===== src/rtl/mem_stage_if.sv =====
// Handshake bundle around the MEM stage: EX->MS instruction transfer and MS->WB hand-off.
// slave = the MEM stage itself, master = the surrounding pipeline (EX and WB side).
interface mem_stage_if #(
  parameter int BUS_W = 149
);
  logic             ms_allowin;
  logic             es2ms_valid;
  logic [BUS_W-1:0] es2ms_bus;
  logic [38:0]      es_rf_zip;
  logic             es_mem_req;
  logic [4:0]       es_ld_op;
  logic             es_req_inflight;
  logic             ws_allowin;
  logic             ms2ws_valid;
  logic [BUS_W-1:0] ms2ws_bus;
  logic [38:0]      ms_rf_zip;

  modport master (
    input  ms_allowin,
    output es2ms_valid, es2ms_bus, es_rf_zip, es_mem_req, es_ld_op, es_req_inflight,
    output ws_allowin,
    input  ms2ws_valid, ms2ws_bus, ms_rf_zip
  );

  modport slave (
    output ms_allowin,
    input  es2ms_valid, es2ms_bus, es_rf_zip, es_mem_req, es_ld_op, es_req_inflight,
    input  ws_allowin,
    output ms2ws_valid, ms2ws_bus, ms_rf_zip
  );
endinterface


===== src/rtl/mem_stage.sv =====
// MEM pipeline stage: waits for the data-SRAM response, extends load data, skids it when WB stalls,
// and swallows responses of requests killed by a WB flush. Optional macro MS_LOAD_FWD_EN.
module mem_stage #(
  parameter int BUS_W     = 149,
  parameter int DISCARD_W = 2
) (
  input  logic        clk,
  input  logic        resetn,
  mem_stage_if.slave  pif,
  output logic [38:0] ms_fwd_zip,
  input  logic        data_sram_data_ok,
  input  logic [31:0] data_sram_rdata,
  input  logic        wb_flush
);
  localparam int CW      = DISCARD_W + 2;
  localparam int CNT_MAX = (1 << DISCARD_W) - 1;

  logic                 ms_valid_q, ms_valid_d;
  logic [DISCARD_W-1:0] discard_cnt_q, discard_cnt_d;
  logic                 buf_vld_q, buf_vld_d;
  logic [31:0]          buf_q, buf_d;
  logic [BUS_W-1:0]     bus_q, bus_d;
  logic [38:0]          rf_zip_q, rf_zip_d;
  logic                 mem_req_q, mem_req_d;
  logic [4:0]           ld_op_q, ld_op_d;

  logic        resp_ok, ms_ready_go, ms_allowin, ms2ws_valid, load_en, own_lost, ms_ld_pending;
  logic [CW-1:0] cnt_sum;
  logic [31:0] rdata_sel, ld_ext, wdata;
  logic [7:0]  ld_byte;
  logic [15:0] ld_half;
  logic [1:0]  off;

  always_comb begin
    // A response only belongs to MS when no killed request is still ahead of it.
    resp_ok     = data_sram_data_ok & (discard_cnt_q == '0);
    ms_ready_go = ~mem_req_q | buf_vld_q | resp_ok;
    ms_allowin  = ~ms_valid_q | (ms_ready_go & pif.ws_allowin);
    ms2ws_valid = ms_valid_q & ms_ready_go & ~wb_flush;
    load_en     = pif.es2ms_valid & ms_allowin;

    ms_valid_d = ms_valid_q;
    if (wb_flush)        ms_valid_d = 1'b0;
    else if (ms_allowin) ms_valid_d = pif.es2ms_valid;

    bus_d     = load_en ? pif.es2ms_bus  : bus_q;
    rf_zip_d  = load_en ? pif.es_rf_zip  : rf_zip_q;
    mem_req_d = load_en ? pif.es_mem_req : mem_req_q;
    ld_op_d   = load_en ? pif.es_ld_op   : ld_op_q;

    buf_vld_d = buf_vld_q;
    buf_d     = buf_q;
    if (wb_flush || (ms_valid_q && ms_ready_go && pif.ws_allowin)) begin
      buf_vld_d = 1'b0;
    end else if (ms_valid_q && mem_req_q && !buf_vld_q && resp_ok) begin
      buf_vld_d = 1'b1;
      buf_d     = data_sram_rdata;
    end

    own_lost = ms_valid_q & mem_req_q & ~buf_vld_q & ~resp_ok;
    cnt_sum  = CW'(discard_cnt_q);
    if (data_sram_data_ok && discard_cnt_q != '0) cnt_sum = cnt_sum - CW'(1);
    if (wb_flush) cnt_sum = cnt_sum + CW'(own_lost) + CW'(pif.es_req_inflight);
    discard_cnt_d = (cnt_sum > CW'(CNT_MAX)) ? DISCARD_W'(CNT_MAX) : cnt_sum[DISCARD_W-1:0];

    off       = rf_zip_q[1:0];
    rdata_sel = buf_vld_q ? buf_q : data_sram_rdata;
    ld_byte   = rdata_sel[{off, 3'b000} +: 8];
    ld_half   = off[1] ? rdata_sel[31:16] : rdata_sel[15:0];
    ld_ext    = rdata_sel;
    if (ld_op_q[4])      ld_ext = {{24{ld_byte[7]}}, ld_byte};
    else if (ld_op_q[3]) ld_ext = {24'b0, ld_byte};
    else if (ld_op_q[2]) ld_ext = {{16{ld_half[15]}}, ld_half};
    else if (ld_op_q[1]) ld_ext = {16'b0, ld_half};
    wdata = (|ld_op_q) ? ld_ext : rf_zip_q[31:0];

`ifdef MS_LOAD_FWD_EN
    ms_ld_pending = ms_valid_q & (|ld_op_q) & ~ms2ws_valid;
`else
    ms_ld_pending = ms_valid_q & (|ld_op_q);
`endif
  end

  assign pif.ms_allowin  = ms_allowin;
  assign pif.ms2ws_valid = ms2ws_valid;
  assign pif.ms2ws_bus   = bus_q;
  assign pif.ms_rf_zip   = {rf_zip_q[38:32], wdata};
  assign ms_fwd_zip      = {ms_ld_pending, rf_zip_q[37] & ms_valid_q, rf_zip_q[36:32], wdata};

  always_ff @(posedge clk) begin
    if (!resetn) begin
      ms_valid_q    <= 1'b0;
      discard_cnt_q <= '0;
      buf_vld_q     <= 1'b0;
      buf_q         <= '0;
      bus_q         <= '0;
      rf_zip_q      <= '0;
      mem_req_q     <= 1'b0;
      ld_op_q       <= '0;
    end else begin
      ms_valid_q    <= ms_valid_d;
      discard_cnt_q <= discard_cnt_d;
      buf_vld_q     <= buf_vld_d;
      buf_q         <= buf_d;
      bus_q         <= bus_d;
      rf_zip_q      <= rf_zip_d;
      mem_req_q     <= mem_req_d;
      ld_op_q       <= ld_op_d;
    end
  end

  // The system never has more killed requests in flight than the counter holds.
  a_discard_no_overflow: assert property (@(posedge clk) disable iff (!resetn)
    cnt_sum <= CW'(CNT_MAX));
endmodule

===== src/flat_wrapper.sv =====
// flat-port wrapper written by rule: the top's interface ports become plain ports
module mem_stage_flat 
#(
  parameter int BUS_W     = 149,
  parameter int DISCARD_W = 2
)
  (clk, resetn, ms_fwd_zip, data_sram_data_ok, data_sram_rdata, wb_flush, pif_ms_allowin, pif_es2ms_valid, pif_es2ms_bus, pif_es_rf_zip, pif_es_mem_req, pif_es_ld_op, pif_es_req_inflight, pif_ws_allowin, pif_ms2ws_valid, pif_ms2ws_bus, pif_ms_rf_zip);
  mem_stage_if #(.BUS_W(BUS_W)) pif_i ();
  input  logic clk;
  input  logic resetn;
  output logic [38:0] ms_fwd_zip;
  input  logic data_sram_data_ok;
  input  logic [31:0] data_sram_rdata;
  input  logic wb_flush;
  output wire logic [$bits(pif_i.ms_allowin)-1:0] pif_ms_allowin;
  input wire logic [$bits(pif_i.es2ms_valid)-1:0] pif_es2ms_valid;
  input wire logic [$bits(pif_i.es2ms_bus)-1:0] pif_es2ms_bus;
  input wire logic [$bits(pif_i.es_rf_zip)-1:0] pif_es_rf_zip;
  input wire logic [$bits(pif_i.es_mem_req)-1:0] pif_es_mem_req;
  input wire logic [$bits(pif_i.es_ld_op)-1:0] pif_es_ld_op;
  input wire logic [$bits(pif_i.es_req_inflight)-1:0] pif_es_req_inflight;
  input wire logic [$bits(pif_i.ws_allowin)-1:0] pif_ws_allowin;
  output wire logic [$bits(pif_i.ms2ws_valid)-1:0] pif_ms2ws_valid;
  output wire logic [$bits(pif_i.ms2ws_bus)-1:0] pif_ms2ws_bus;
  output wire logic [$bits(pif_i.ms_rf_zip)-1:0] pif_ms_rf_zip;
  assign pif_ms_allowin = pif_i.ms_allowin;
  assign pif_i.es2ms_valid = pif_es2ms_valid;
  assign pif_i.es2ms_bus = pif_es2ms_bus;
  assign pif_i.es_rf_zip = pif_es_rf_zip;
  assign pif_i.es_mem_req = pif_es_mem_req;
  assign pif_i.es_ld_op = pif_es_ld_op;
  assign pif_i.es_req_inflight = pif_es_req_inflight;
  assign pif_i.ws_allowin = pif_ws_allowin;
  assign pif_ms2ws_valid = pif_i.ms2ws_valid;
  assign pif_ms2ws_bus = pif_i.ms2ws_bus;
  assign pif_ms_rf_zip = pif_i.ms_rf_zip;
  mem_stage #(.BUS_W(BUS_W), .DISCARD_W(DISCARD_W)) u_core (.clk(clk), .resetn(resetn), .pif(pif_i), .ms_fwd_zip(ms_fwd_zip), .data_sram_data_ok(data_sram_data_ok), .data_sram_rdata(data_sram_rdata), .wb_flush(wb_flush));
endmodule

===== config.mk =====
export PLATFORM = sky130hd
export DESIGN_NAME = mem_stage_flat
export DESIGN_NICKNAME = d
export VERILOG_FILES = /design/src/rtl/mem_stage_if.sv /design/src/rtl/mem_stage.sv /design/src/flat_wrapper.sv
export SDC_FILE = /design/constraint.sdc
export NUM_CORES = 1
export LEC_CHECK = 0
export CAP_MARGIN = 30
export CORE_AREA = 10 10 171 173
export CTS_BUF_LIST = sky130_fd_sc_hd__clkbuf_8
export CTS_CLUSTER_SIZE = 28
export DETAILED_ROUTE_END_ITERATION = 8
export DIE_AREA = 0 0 181 183
export PLACE_DENSITY_LB_ADDON = 0.2
export SYNTH_ARGS = -nofsm -noshare
export SYNTH_HDL_FRONTEND = slang
export SYNTH_SLANG_ARGS = --single-unit

===== constraint.sdc =====
create_clock -name clk -period 6.9 [get_ports clk]
set_clock_uncertainty 0.2 [all_clocks]
set_input_delay 0.69 -clock clk [delete_from_list [all_inputs] [get_ports clk]]
set_output_delay 0.69 -clock clk [all_outputs]
set_load 0.01 [all_outputs]

==> reports/qor.yml, run 1 <==
cts:
  clkTransAtPathRegs_ns: 0.06
  clock_latency_ns: 0.53
  root_buffer: "clkbuf_8"
  postCtsHoldBufs: 0
  cts.path.max_buffers: 3
  h-tree-depth: 2
  numCtsBuffers: 41
  post_cts.repair.setup_buffers: 0
  clock_sinks: 230
  ctsResizeCount: 0
  cts_tree: "yes"
global_route:
  grt_pass1_vias: 9762
  track_usage_pct: 23.01
  antenna_found_initial: 1
  grt_max_degree: 195
  grt_overflow_total: 0
  grt_first_pass_wirelength_um: 59990
layout:
  drive_gt1_share_pct: 6.335
  layout-area-overhead-vs-synth_pct: 55.71
  fin_cells: 2025
  fin_nets: 1893
synth:
  synthTopCellsByArea: "dfxtp_1 48%, nand2_1 19%, a21oi_1 14%"
  yosysTopAreaCellShare_pct: 47.89
  ys_seq_elements: 230
  ys_types: 36
  postSynth.asyncResetShare_pct: 0
  yosys.area.top_type: "dfxtp_1"
  yosysSeqAreaShare_pct: 47.89
  syn_area_um2: 9615
  syn_avg_cell_area_um2: 7.506
  ys_warn_count: 0
  synthTopCellsByCount: "489 x nand2_1, 268 x a21oi_1, 230 x dfxtp_1"
  synthCells: 1281
  syn-num-nets: 1517
  yosysMostFrequentCell: "nand2_1"
  synth-main-ff-cell: "dfxtp_1"
  synth_edf_count: 0
worst_setup_path:
  reg2reg_from: "u_core.buf_vld_q$_SDFFE_PP0P_"
  path_buf_inv: 1
  arrival_ns: 3.65
  critPathKind: "reg2out"
  worstRegToRegCells: 7
  endpoint_kind: "output port"
  cp.required_ns: 6.01
  slowest_delay_ns: 0.88
  critPathSlowestCell: "or4_1"
  path_max_fanout: 26
  worstSetupStartpointType: "flip-flop"
  cp_top_family: "simple AND/OR/NAND/NOR gates"
  cp_cell_sequence: "or2_2 > or4_1 > a21boi_4 > o31a_4 > a21oi_1 > clkdlybuf4s50_1"
  reg2reg_to: "u_core.pif.ms2ws_bus[56]$_SDFFE_PN0P_"
  reg2reg_setup_slack_ns: 3.42
sta:
  finalCriticalPeriod_ns: 4.535
  max_slew.worst_pin.slew_ns: 1.097
  hold_viol_final: 0
  period_share_pct: 65.73
  setup_violations: 0
  drv_slew: 0
  fmax_mhz: 220.5
  hold_slack_ns: 0.2510
  rsz0062_at_grt: "no"
  slew-limit-headroom_pct: 26.85
  setup_ws_ns: 2.365
  tns_ns: 0
drt:
  ant_nets: 0
  drt_iter0_drc: 840
  dr.pass1.iters: 5
  vias: 9946
  wl_per_cell_um: 20.11
  avgViaCountPerCell: 4.912
  drcViolationCount: 0
  wirelength_um: 40720
power_and_ir_drop:
  leakage_nw: 5.643
  total_power_mw: 3.574
  ir_worst_vdd_uv: 171.4
  powerDensity_nw_per_um2: 238.7
floorplan:
  die_w_um: 181
  core_um2: 25760
  io_pins: 462
  rows: 59
  die_h_um: 183
  die-area_um2: 33120
  initial_core_util_pct: 37.32
worst_hold_path:
  hp-start: "u_core.buf_q[6]$_SDFFE_PN0P_"
  whs_endpoint: "u_core.buf_q[6]$_SDFFE_PN0P_"
  whs_path_depth: 2
  hold_class: "reg2reg"
placement:
  dp_hpwl_um: 30060
  gp_congestion: 0.9060
  dpl.cell_count: 1949
  dp_slack_ns: 2.804
  port_buffers: 461
run_status:
  status: "complete, no violations"
flow_run:
  cap_violations: 0
[where the power goes]
group / total, mW / switching, mW / internal (mW)
Combinational: 0.793 / 0.373 / 0.420
Clock: 1.34 / 0.574 / 0.767
Sequential: 1.44 / 0.0412 / 1.40
Total: 3.57 / 0.989 / 2.58
[layer usage]
metal	share of wire, %	global-route usage [%]	up-vias
met5	0.032	0	-
met4	3.6	8.786	2
met3	10	9.665	71
met2	49	39.66	385
met1	37	24.72	4587
li1	-	-	4901
[per-stage QoR]
step	instance area [um2]	utilization [%]
finish	14970	58.11
global route	14970	58.10
CTS	14970	58.10
detailed placement	14080	54.64
global placement	14050	54.53
floorplan	9615	-
[registers in the layout, indices dropped and copies added (netlist names)]
name                  cells
u_core.buf_q             32
u_core.rf_zip_q          39
u_core.pif.ms2ws_bus    149
u_core.ld_op_q            5
u_core.buf_vld_q          1
u_core.discard_cnt_q      2
u_core.ms_valid_q         1
u_core.mem_req_q          1
[worst max-delay path by stage]
stage                                               from           endpoint  slack (ns)  depth (start not counted)
after floorplan                      data_sram_rdata[15]  pif_ms_rf_zip[20]        3.69                          7
after global placement               data_sram_rdata[15]  pif_ms_rf_zip[19]        2.83                          7
after detailed placement             data_sram_rdata[15]     ms_fwd_zip[17]        2.80                          7
after CTS                 u_core.ld_op_q[4]$_SDFFE_PN0P_     ms_fwd_zip[19]        2.32                          6
after global routing      u_core.ld_op_q[4]$_SDFFE_PN0P_     ms_fwd_zip[19]        2.18                          6
final                     u_core.ld_op_q[4]$_SDFFE_PN0P_     ms_fwd_zip[19]        2.36                          6
[cells by family (layout without fill, tap and decap cells)]
kind of cell,count (synthesis),after routing,share of synthesized area [%]
multiplexers,41,41,4.893
flip-flops,230,230,47.89
XOR/XNOR,1,1,0.09110
AO/OA/AOI/OAI,308,308,17.05
buffers and inverters,148,556,7.807
adder cells (fa/ha/maj),3,3,0.4684
AND/OR/NAND/NOR,550,550,21.81
other,0,1,0
[layout make-up]
class	count	area [um2]
clock buffers	60	825.8
repair buffers	473	4737
diodes	1	2.502
inverters	8	35.03
fillers	2344	10790
clock inverters	15	66.31
well taps	335	419.2
multi-input cells	903	4282
flip-flops and latches	230	4604
[worst register-to-register path: stages (launching register included)]
cell     delay, ns
dfxtp_1       0.51
buf_4         0.37
a21oi_1       0.28
a21bo_2       0.26
a21bo_4       0.75
buf_4         0.69
nand2_1       0.18
a21oi_1       0.17
[layout by cell type (no fill, tap or decap), types with 3 or more instances in the layout]
cell type	netlist	layout
a21oi_1	268	268
a211oi_1	13	13
nand2_1	489	489
clkbuf_8	0	60
buf_4	45	10
mux2_2	18	18
clkinv_2	0	5
o211ai_1	7	7
nor2_1	47	47
clkdlybuf4s50_1	0	461
inv_1	8	16
dfxtp_1	230	230
o21ai_0	12	11
mux4_2	3	3
mux2i_1	20	20
nor3_1	4	4
Power figures use the tool's default switching activity.
==> run 2, diff against run 1 <==
CORE_AREA = default   (was 10 10 171 173)
CORE_ASPECT_RATIO = 1.1   (was default)
CORE_MARGIN = 10   (was default)
CORE_UTILIZATION = 38   (was default)
DIE_AREA = default   (was 0 0 181 183)
clock period = 3.8 ns   (was 6.9 ns; I/O delays follow)
==> reports/qor.yml, run 2 (synthesis gave the netlist of run 1 again) <==
power_and_ir_drop:
  powerDensity_nw_per_um2: 419.0
  ir_worst_vdd_uv: 298.5
  leakage_nw: 5.675
floorplan:
  die_h_um: 186.8
  die_w_um: 171.7
  initial_core_util_pct: 38.29
  rows: 61
  die-area_um2: 32070
  core_um2: 25110
  io_pins: 462
cts:
  root_buffer: "clkbuf_8"
  cts_tree: "yes"
  h-tree-depth: 2
  clkTransAtPathRegs_ns: 0.06
  numCtsBuffers: 40
  cts.path.max_buffers: 3
  clock_sinks: 230
  postCtsHoldBufs: 0
  clock_latency_ns: 0.52
global_route:
  antenna_found_initial: 6
  grt_first_pass_wirelength_um: 59000
  grt_pass1_vias: 9764
  grt_overflow_total: 0
  grt_max_degree: 127
  track_usage_pct: 23.81
layout:
  design_area_um2: 14970
  fin_nets: 1904
  layout-area-overhead-vs-synth_pct: 55.73
  largest_reg_flops: 149
  mostFrequentLayoutCells: "489 x nand2_1, 461 x clkdlybuf4s50_1, 268 x a21oi_1"
  layout_commonest_cell: "nand2_1"
  fin_cells: 2020
  seq_area_um2: 4604
  multi_input_area_um2: 4299
  drive_gt1_share_pct: 6.305
  fillers: 2261
placement:
  dp_hpwl_um: 29940
  dpl.cell_count: 1938
  dp_slack_ns: 0.3025
  gp_congestion: 0.8975
  port_buffers: 461
  placed_cell_area_um2: 14140
worst_setup_path:
  crit_start: "u_core.buf_vld_q$_SDFFE_PP0P_"
  critPathSlowestCell: "mux4_2"
  cp.required_ns: 3.22
  critPathKind: "reg2out"
  arrival_ns: 3.13
  reg2reg_to: "u_core.rf_zip_q[25]$_SDFFE_PN0P_"
  path_depth: 6
  cp_cell_sequence: "mux2_2 > mux4_2 > a21boi_4 > o31a_2 > a21oi_1 > clkdlybuf4s50_1"
  reg2reg_setup_slack_ns: 1.01
  crit_end: "ms_fwd_zip[18]"
  reg2reg_from: "u_core.buf_vld_q$_SDFFE_PP0P_"
  worstRegToRegCells: 7
  path_buf_inv: 1
  path_max_fanout: 8
  slowest_delay_ns: 0.54
  endpoint_kind: "output port"
  cp_top_family: "multiplexers"
  worstSetupStartpointType: "flip-flop"
drt:
  wirelength_um: 40270
  drt_iter0_drc: 771
  vias: 10060
  drcViolationCount: 0
  avgViaCountPerCell: 4.981
  dr.pass1.iters: 5
  wl_per_cell_um: 19.93
  ant_nets: 0
sta:
  finalCriticalPeriod_ns: 3.712
  fmax_mhz: 269.4
  slew-limit-headroom_pct: 49.75
  drv_slew: 0
  tns_ns: 0
  setup_violations: 0
  period_share_pct: 97.69
  setup_ws_ns: 0.08761
  hold_viol_final: 0
  max_slew.worst_pin.slew_ns: 0.7537
flow_run:
  cap_violations: 0
worst_hold_path:
  hold_class: "in2reg"
  hp-start: "pif_es2ms_bus[64]"
run_status:
  status: "complete, no violations"
run 2: cell types whose count changed in the layout (fill, tap and decap cells not counted), moves of 3 or more:
cell and delta:
buf_12 +3, buf_4 +9, clkbuf_8 -9, clkinv_2 -3
diode_2 +7, inv_1 +8
run 2: worst min-delay path: cells and delay by family:
family	cells	cell delay [ns]
buffers and inverters	1	0.39
AOI/OAI and AO/OA	1	0.05
and+or+nand+nor	1	0.05
run 2: worst min path at each step:
stage	endpoint	cells after the start
2_1_floorplan	u_core.buf_q[15]$_SDFFE_PN0P_	2
3_3_place_gp	u_core.buf_q[28]$_SDFFE_PN0P_	2
3_5_place_dp	u_core.buf_q[30]$_SDFFE_PN0P_	2
4_1_cts	u_core.pif.ms2ws_bus[54]$_SDFFE_PN0P_	3
5_1_grt	u_core.pif.ms2ws_bus[68]$_SDFFE_PN0P_	3
6_report	u_core.pif.ms2ws_bus[64]$_SDFFE_PN0P_	3
run 2: metal layers:
metal | vias to the layer above | global-route usage, % | part of all wire, %
li1 | 4925 | - | -
met5 | - | 0 | 0.079
met4 | 4 | 12.25 | 5.3
met2 | 435 | 38.84 | 47
met1 | 4598 | 25.35 | 36
met3 | 100 | 10.60 | 11
run 2: final cells by class:
cell class / instances / area share, %
inverters: 8 / 0.2340
repair buffers: 484 / 32.30
diodes: 8 / 0.1337
clock buffers: 51 / 4.687
flip-flops and latches: 230 / 30.75
clock inverters: 20 / 0.5515
multi-input cells: 904 / 28.71
well taps: 315 / 2.632
run 2: power by group:
group / internal [mW] / switching [mW] / leakage (nW) / total [mW]
clock network: 1.20 / 1.00 / 0.470 / 2.20
registers: 2.54 / 0.0719 / 1.89 / 2.61
logic: 0.777 / 0.683 / 3.32 / 1.46
total: 4.52 / 1.76 / 5.68 / 6.27
run 2: repair_timing:
item / CTS / global route
setup buffers: 0 / 2
gates resized for setup: 0 / 1
endpoints found under the setup margin: 0 / 34
run 2: through the flow:
stage          hold WS (ns)  total power, mW  util (%)
2_1_floorplan        0.2284            3.321         -
3_3_place_gp         0.2340            4.100     56.30
3_5_place_dp         0.2432            4.114     56.30
4_1_cts              0.1608            6.336     59.43
5_1_grt              0.1629            6.574     59.58
6_report             0.1903            6.275     59.63
==> run 3, diff against run 2 <==
CORE_UTILIZATION = 25   (was 38)
==> reports/qor.yml, run 3 (synthesis gave the netlist of run 1 again) <==
run_status:
  status: "complete, no violations"
sta:
  tns_ns: 0
  finalCriticalPeriod_ns: 3.685
  fmax_mhz: 271.4
  setup_ws_ns: 0.1148
  rsz0062_at_grt: "no"
  max_slew.worst_pin.slew_ns: 0.8615
  period_share_pct: 96.98
  setup_violations: 0
  hold_viol_final: 0
  slew-limit-headroom_pct: 42.56
  drv_slew: 0
worst_setup_path:
  slowest_delay_ns: 0.53
  cp_cell_sequence: "mux2_2 > mux4_2 > a21boi_4 > o31a_4 > a21oi_1 > clkdlybuf4s50_1"
  reg2reg_to: "u_core.ld_op_q[3]$_SDFFE_PN0P_"
  worstRegToRegCells: 7
  reg2reg_setup_slack_ns: 1.20
  critPathKind: "reg2out"
  endpoint_kind: "output port"
  crit_start: "u_core.buf_vld_q$_SDFFE_PP0P_"
  worstSetupStartpointType: "flip-flop"
  crit_end: "ms_fwd_zip[22]"
  cp.required_ns: 3.22
  arrival_ns: 3.11
  path_max_fanout: 9
  reg2reg_from: "u_core.buf_vld_q$_SDFFE_PP0P_"
  critPathSlowestCell: "mux4_2"
layout:
  layout-area-overhead-vs-synth_pct: 58.33
  antennaDiodeCount: 0
  mostFrequentLayoutCells: "489 x nand2_1, 461 x clkdlybuf4s50_1, 268 x a21oi_1"
  fin_nets: 1902
  post-route-util_pct: 39.96
  fin_cells: 2194
  largest_reg_flops: 149
  drive_gt1_share_pct: 6.434
  layout_commonest_cell: "nand2_1"
placement:
  dp_hpwl_um: 31020
  dpl.cell_count: 2120
  gp_congestion: 0.8429
  port_buffers: 461
  dp_slack_ns: 0.3010
cts:
  clkTransAtPathRegs_ns: 0.06
  numCtsBuffers: 43
  h-tree-depth: 2
  clock_latency_ns: 0.54
  root_buffer: "clkbuf_8"
  clock_sinks: 230
  cts.path.max_buffers: 3
  cts_tree: "yes"
  post_cts.repair.setup_buffers: 0
floorplan:
  die-area_um2: 46720
  io_pins: 462
  die_h_um: 225.7
  die_w_um: 207.0
  initial_core_util_pct: 25.24
  rows: 75
  core_um2: 38100
drt:
  drt_iter0_drc: 544
  dr.pass1.iters: 5
  drcViolationCount: 0
  wl_per_cell_um: 19.35
  wirelength_um: 42460
  avgViaCountPerCell: 4.555
  ant_nets: 0
  vias: 9993
power_and_ir_drop:
  p_comb_share_pct: 22.9
  p_sw_mw: 1.822
  clkPwrFrac_pct: 36.4
  p_sw_share_pct: 28.42
  leakage_nw: 5.672
  ir_worst_vdd_uv: 270.4
  total_power_mw: 6.413
  internal_power_mw: 4.590
  powerDensity_nw_per_um2: 421.2
  seq_power_share_pct: 40.7
global_route:
  track_usage_pct: 17.11
  grt_first_pass_wirelength_um: 61610
  grt_max_degree: 154
  antenna_found_initial: 4
  grt_overflow_total: 0
  grt_pass1_vias: 9733
flow_run:
  cap_violations: 0
worst_hold_path:
  hold_class: "in2reg"
-- run 3: routing by layer --
| metal | GRT usage [%] | part of all wire [%] | wire length, um | up-vias |
|---|---|---|---|---|
| met1 | 18.91 | 37 | 15750 | 4567 |
| met4 | 5.239 | 2.5 | 1076 | 8 |
| met3 | 8.987 | 13 | 5502 | 63 |
| met5 | 0 | 0.12 | 51 | - |
| li1 | - | - | - | 4924 |
| met2 | 27.82 | 47 | 20090 | 431 |
-- run 3: power by group through the flow --
| stage | registers [mW] | clock network [mW] | logic, mW |
|---|---|---|---|
| after floorplan | 2.69 | 0 | 0.630 |
| after global placement | 2.66 | 0 | 1.47 |
| after detailed placement | 2.66 | 0 | 1.47 |
| after CTS | 2.61 | 2.44 | 1.48 |
| after global routing | 2.63 | 2.55 | 1.59 |
| final | 2.61 | 2.33 | 1.47 |
-- run 3: worst min path at each step --
stage | cells after the start | end | start | slack [ns]
2_1_floorplan | 2 | u_core.buf_q[15]$_SDFFE_PN0P_ | u_core.buf_q[15]$_SDFFE_PN0P_ | 0.23
3_3_place_gp | 2 | u_core.buf_q[29]$_SDFFE_PN0P_ | u_core.buf_q[29]$_SDFFE_PN0P_ | 0.23
3_5_place_dp | 2 | u_core.buf_q[30]$_SDFFE_PN0P_ | u_core.buf_q[30]$_SDFFE_PN0P_ | 0.24
4_1_cts | 3 | u_core.pif.ms2ws_bus[55]$_SDFFE_PN0P_ | pif_es2ms_bus[55] | 0.12
5_1_grt | 3 | u_core.pif.ms2ws_bus[55]$_SDFFE_PN0P_ | pif_es2ms_bus[55] | 0.14
6_report | 3 | u_core.pif.ms2ws_bus[94]$_SDFFE_PN0P_ | pif_es2ms_bus[94] | 0.16
-- run 3: metrics by stage --
step	hold WS, ns	cell area [um2]
3_3_place_gp	0.2345	14360
5_1_grt	0.1351	15220
3_5_place_dp	0.2434	14370
2_1_floorplan	0.2284	9615
6_report	0.1634	15220
4_1_cts	0.1155	15210
-- run 3: worst max-delay path: cells and delay by family (launching register included) --
kind / cells / cell delay, ns
mux: 2 / 0.91
compound gates: 3 / 0.77
buf+inv: 1 / 0.51
flops: 1 / 0.38
-- run 3: final cells by class --
class                           instances  area (um2)
Multi-Input combinational cell        904        4312
Inverter                                8       35.03
Tap cell                              500       625.6
Clock inverter                         19       87.58
Sequential cell                       230        4606
Fill cell                            4030       22870
Clock buffer                           54       743.2
Timing Repair Buffer                  479        4816
-- run 3: repair_timing --
| action | 4_1_cts | 5_1_grt |
|---|---|---|
| cloned | 0 | 1 |
| endpoints found under the hold margin | 0 | 0 |
| setup endpoints to repair | 1 | 30 |
| gates resized for setup | 1 | 1 |
| pin swaps | 0 | 1 |
| hold buffers | 0 | 0 |
